**src/rtl/fp_vec_mul_sequencer.sv**
```systemverilog
// ============================================================================
// Module   : fp_vec_mul_sequencer
// Brief    : Element-wise vector multiply sequencer around a combinational
//            FP multiplier (A/B operand banks in, result bank R out).
//            Optional infinite-result counter: define FPVEC_OVF_CNT_EN.
// Revision : 1.0 - initial release
// ============================================================================
`default_nettype none

module fp_vec_mul_sequencer #(
    parameter int VLEN = 8,
    parameter int AW   = 3
) (
    input  logic          clk,
    input  logic          rst_n,
    input  logic          i_wr_en,
    input  logic          i_wr_sel,
    input  logic [AW-1:0] i_wr_addr,
    input  logic [31:0]   i_wr_data,
    input  logic [AW:0]   i_vlen,
    input  logic          i_mode_half,
    input  logic          i_start,
    output logic          o_busy,
    output logic          o_done,
    input  logic [AW-1:0] i_rd_addr,
    output logic [31:0]   o_rd_data,
    output logic [31:0]   o_mul_a,
    output logic [31:0]   o_mul_b,
    output logic          o_mul_sel,
    input  logic [31:0]   i_mul_product,
    output logic [AW:0]   o_ovf_count
);

    localparam logic [AW:0] C_VLEN = (AW+1)'(VLEN);
    localparam logic [AW:0] C_ONE  = (AW+1)'(1);

    typedef enum logic [1:0] {
        S_IDLE  = 2'd0,
        S_RUN   = 2'd1,
        S_DRAIN = 2'd2,
        S_DONE  = 2'd3
    } state_t;

    state_t        r_state;
    logic [31:0]   r_bank_a [VLEN];
    logic [31:0]   r_bank_b [VLEN];
    logic [31:0]   r_bank_r [VLEN];
    logic [AW:0]   r_n;
    logic [AW:0]   r_idx;
    logic [AW-1:0] r_iss_idx;
    logic          r_iss_v;
    logic          r_busy;
    logic          r_done;
    logic          r_mul_sel;
    logic [31:0]   r_mul_a;
    logic [31:0]   r_mul_b;
    logic [31:0]   r_rd_data;

    logic [AW:0]   w_n;
    logic          w_accept;
    logic          w_wr_ok;

    assign w_n      = (i_vlen > C_VLEN) ? C_VLEN : i_vlen;
    assign w_accept = (r_state == S_IDLE) && i_start;
    assign w_wr_ok  = (r_state == S_IDLE) && i_wr_en;

    // Operand banks are deliberately left out of reset.
    always_ff @(posedge clk) begin
        if (w_wr_ok && !i_wr_sel) r_bank_a[i_wr_addr] <= i_wr_data;
        if (w_wr_ok &&  i_wr_sel) r_bank_b[i_wr_addr] <= i_wr_data;
    end

    always_ff @(posedge clk) begin
        if (!rst_n) begin
            r_state   <= S_IDLE;
            r_n       <= '0;
            r_idx     <= '0;
            r_iss_idx <= '0;
            r_iss_v   <= 1'b0;
            r_busy    <= 1'b0;
            r_done    <= 1'b0;
            r_mul_sel <= 1'b0;
            r_mul_a   <= '0;
            r_mul_b   <= '0;
            r_rd_data <= '0;
            for (int i = 0; i < VLEN; i++) r_bank_r[i] <= '0;
        end else begin
            // Read sees the pre-capture value when addresses collide.
            r_rd_data <= r_bank_r[i_rd_addr];
            if (r_iss_v) r_bank_r[r_iss_idx] <= i_mul_product;

            case (r_state)
                S_IDLE: begin
                    if (w_accept) begin
                        r_n       <= w_n;
                        r_mul_sel <= i_mode_half;
                        r_idx     <= '0;
                        r_busy    <= 1'b1;
                        if (w_n == '0) begin
                            r_state <= S_DONE;
                            r_done  <= 1'b1;
                        end else begin
                            r_state <= S_RUN;
                        end
                    end
                end
                S_RUN: begin
                    r_mul_a   <= r_bank_a[r_idx[AW-1:0]];
                    r_mul_b   <= r_bank_b[r_idx[AW-1:0]];
                    r_iss_idx <= r_idx[AW-1:0];
                    r_iss_v   <= 1'b1;
                    r_idx     <= r_idx + C_ONE;
                    if (r_idx == r_n - C_ONE) r_state <= S_DRAIN;
                end
                S_DRAIN: begin
                    r_iss_v <= 1'b0;
                    r_done  <= 1'b1;
                    r_state <= S_DONE;
                end
                S_DONE: begin
                    r_done  <= 1'b0;
                    r_busy  <= 1'b0;
                    r_state <= S_IDLE;
                end
                default: r_state <= S_IDLE;
            endcase
        end
    end

`ifdef FPVEC_OVF_CNT_EN
    logic [AW:0] r_ovf_cnt;
    logic        w_exp_ones;

    assign w_exp_ones = r_mul_sel ? (&i_mul_product[14:10]) : (&i_mul_product[30:23]);

    always_ff @(posedge clk) begin
        if (!rst_n) begin
            r_ovf_cnt <= '0;
        end else if (w_accept) begin
            r_ovf_cnt <= '0;
        end else if (r_iss_v && w_exp_ones && (r_ovf_cnt != C_VLEN)) begin
            r_ovf_cnt <= r_ovf_cnt + C_ONE;
        end
    end

    assign o_ovf_count = r_ovf_cnt;
`else
    assign o_ovf_count = '0;
`endif

    assign o_busy    = r_busy;
    assign o_done    = r_done;
    assign o_rd_data = r_rd_data;
    assign o_mul_a   = r_mul_a;
    assign o_mul_b   = r_mul_b;
    assign o_mul_sel = r_mul_sel;

endmodule

`default_nettype wire

```
**config.mk**
```make
export PLATFORM = sky130hd
export DESIGN_NAME = fp_vec_mul_sequencer
export DESIGN_NICKNAME = d
export VERILOG_FILES = /design/src/rtl/fp_vec_mul_sequencer.sv
export SDC_FILE = /design/constraint.sdc
export NUM_CORES = 1
export LEC_CHECK = 0
export BUFFER_PORTS_ARGS = -buffer_cell sky130_fd_sc_hd__buf_2
export CAP_MARGIN = 20
export CORE_ASPECT_RATIO = 0.9
export CORE_MARGIN = 2
export CORE_UTILIZATION = 40
export CTS_BUF_LIST = sky130_fd_sc_hd__clkbuf_2
export DETAILED_ROUTE_END_ITERATION = 10
export SYNTH_ARGS = -nofsm -noshare
export SYNTH_HDL_FRONTEND = slang
export SYNTH_SLANG_ARGS = --single-unit
```
**constraint.sdc**
```tcl
create_clock -name clk -period 9.27 [get_ports clk]
set_input_delay 0.4635 -clock clk [delete_from_list [all_inputs] [get_ports clk]]
set_output_delay 0.4635 -clock clk [all_outputs]
set_load 0.02 [all_outputs]
```
==> flow_summary_export.csv <==
group,metric,value,unit
hold_path,hp-class,"in -> reg",
outcome,status,"complete, no violations",
sta,worst_pin_slew,1.10,ns
detailed_routing,drt_wl_total,80.7,mm
placed_design,dp_hpwl,41.4,mm
logic_synthesis,synth_seq_cells,881,
clocking,cts_sinks,881,
floorplanning,core-area,84700,sq um
placed_design,portBuffers,178,
critical_path,critical_path_buf_inv_count,2,
finish,mostFrequentLayoutCells,"768 x edfxtp_1, 331 x clkbuf_2, 257 x and2_1",
sta,skew,0.118,ns
finish,num-nets-final,2395,
critical_path,crit_arrival,4.29,ns
detailed_routing,wire_per_inst,22.3,microns
finish,area_delta_synth_final,17.4,%
global_route,grt_overflow,0,
floorplanning,design.die.area,88100,sq um
detailed_routing,drtIter0Drc,1376,
sta,rsz0062_at_grt,"false",
logic_synthesis,yosys-top-cells-area,"edfxtp_1 67%, mux4_2 13%, dfxtp_1 6.6%",
critical_path,critPathMaxStageDelay,0.80,ns
critical_path,crit_path_end_kind,"flip-flop",
finish,final_area,40300,sq um
global_route,grt_pass1_vias,19703,
finish,multiInputGateArea,8640,sq um
detailed_routing,route.vias.total,18457,
finish,final_util,0.476,
critical_path,crit_slowest_cell,"buf_4",
critical_path,crit_path_start_kind,"flip-flop",
sta,fin_crit,3.17,ns
logic_synthesis,yosysTopAreaCellShare,0.672,
clocking,clock_latency,1.38,ns
finish,final.fill_count,7304,
sta,slew_violations,0,
detailed_routing,via_per_inst,5.09,
floorplanning,rows,101,
clocking,clk_path_buf_depth,3,
sta,hold_viol,0,
sta,finalSetupTns,0,ns
detailed_routing,drc,0,
logic_synthesis,synth.largest_area_cell,"edfxtp_1",
critical_path,crit_path_cell_trace,"buf_4, buf_4, mux4_2, mux2i_1, a21oi_1",
finish,drive_gt1_frac,0.321,
floorplanning,start_util,0.405,
critical_path,crit_type,"reg -> reg",
logic_synthesis,ys.flop_type,"edfxtp_1",
global_route,grt_first_pass_wirelength,121,mm
power_and_ir_drop,leakage,0.0141,uW
clocking,cts_made_buffers,209,
logic_synthesis,seq_area_frac_synth,0.738,
floorplanning,fp.dieH,282,microns
logic_synthesis,syn_inst,1824,
clocking,cts_resized,0,
logic_synthesis,yosysWarnings,0,
sta,finalSetupViolations,0,
critical_path,crit_top_cell,"buf_4",
clocking,htreeDepth,4,
global_route,grtUsageTotal,0.184,
critical_path,crit_family,"buffers and inverters",
global_route,grt_max_degree,82,
detailed_routing,dr.pass1.iters,5,
sta,fin_crit_sh,0.342,
placed_design,placedInstanceArea,36600,sq um
power_and_ir_drop,power_density,215,nW/um^2
detailed_routing,drtAntennaViolNets,0,
job,cap_violations,0,
sta,maxSlewHeadroom,0.264,
sta,fmax,0.316,GHz
placed_design,finalWeightedCongestion,0.717,
critical_path,critPathMaxFanout,45,
clocking,path_clk_slew,0.10,ns
clocking,root_buffer,"clkbuf_2",
critical_path,cp.required,10.39,ns
finish,seq_area,25300,sq um
global_route,antenna_found_initial,6,
floorplanning,ios,183,
logic_synthesis,synth_edf_count,768,
finish,final_common_cell,"edfxtp_1",
logic_synthesis,ys_async_sr_fraction,0,
logic_synthesis,syn_area_per_cell,18.8,sq um
logic_synthesis,synth_area,34300,sq um
power_and_ir_drop,irDropWorstVdd,0.142,mV
clocking,cts_tree,"done",
floorplanning,die_x,313,microns
sta,whs,0.195,ns
logic_synthesis,ys_types,40,
-- worst paths after layout --
kind,startpoint,end,slack (ns),cells after the start
worst max-delay path,r_idx[0]$_SDFFE_PN0P_,o_mul_a[22]$_SDFFE_PN0P_,6.10,5
worst min-delay path,rst_n,o_rd_data[10]$_SDFF_PN0_,0.20,4
worst max register to register,r_idx[0]$_SDFFE_PN0P_,o_mul_a[22]$_SDFFE_PN0P_,6.10,5
worst min register to register,o_done$_SDFFE_PN0P_,o_done$_SDFFE_PN0P_,0.49,2
-- worst reg2reg max path, stage by stage (launching register included) --
cell and delay, ns:
dfxtp_4 0.57, buf_4 0.80, buf_4 0.80, mux4_2 0.60, mux2i_1 0.14, a21oi_1 0.08
-- registers in the layout, summed over array words and instances (netlist names) --
| register | cells |
|---|---|
| o_rd_data | 32 |
| r_idx | 4 |
| o_mul_b | 32 |
| o_done | 1 |
| o_mul_sel | 1 |
| r_n | 4 |
| o_mul_a | 32 |
| o_busy | 1 |
| r_bank_r | 256 |
| r_state | 2 |
| r_bank_a | 256 |
| r_iss_idx | 3 |
| r_iss_v | 1 |
| r_bank_b | 256 |
-- routing by layer --
| layer | part of all wire | global-route usage | vias up |
|---|---|---|---|
| met5 | 0.00047 | 0 | - |
| met4 | 0.019 | 0.0621 | 6 |
| met3 | 0.058 | 0.0394 | 126 |
| met2 | 0.48 | 0.300 | 601 |
| met1 | 0.44 | 0.248 | 9450 |
| li1 | - | - | 8274 |
-- metrics by stage --
stage          worst slack (ns)  power [uW]  std cells
2_1_floorplan              5.29        5690       1827
3_3_place_gp               6.00        6140       3065
3_5_place_dp               5.91        6170       3065
4_1_cts                    6.02        8780       3624
5_1_grt                    5.78        9100       3626
6_report                   6.10        8660       3627
-- cell families (layout without fill, tap and decap cells) --
kind of cell    after synthesis  count (layout)  share of synthesized area
compound gates              156             156                     0.0238
xor+xnor                      5               5                    0.00193
fa+ha+maj                     6               6                    0.00219
buf+inv                     118             783                     0.0170
flops                       881             881                      0.738
mux                         292             292                      0.155
other cells                   1               6                   0.000109
simple gates                365             365                     0.0614
-- report_power, final --
group          internal [uW]  leakage (uW)  switching, uW  total [uW]
combinational            580       0.00440            840        1420
clock                    990       0.00153           1540        2530
sequential              4560       0.00820            145        4710
total                   6130        0.0141           2530        8660
-- final cells by class --
cell class / count / share of cell area
timing repair buffer: 384 / 0.0712
sequential: 881 / 0.629
tap: 1133 / 0.0352
multi-input combinational: 828 / 0.214
antenna: 2 / 0.000124
clock buffer: 331 / 0.0411
inverter: 5 / 0.000466
clock inverter: 63 / 0.00811
-- cell usage after synthesis, drive strengths merged, types with 5 or more instances --
library cell / n
nand2b: 8
mux4: 192
inv: 5
clkbuf: 61
mux2i: 100
nor3: 8
buf: 52
and2: 257
a211oi: 5
nor2: 64
dfxtp: 113
a21oi: 73
ha: 6
o21ai: 74
nand2: 11
edfxtp: 768
-- what timing repair did --
item / CTS / global route
hold buffers: 165 / 0
endpoints found under the hold margin: 1190 / 0
setup buffers: 0 / 0
Note: power is estimated with default switching activity, not from simulation.
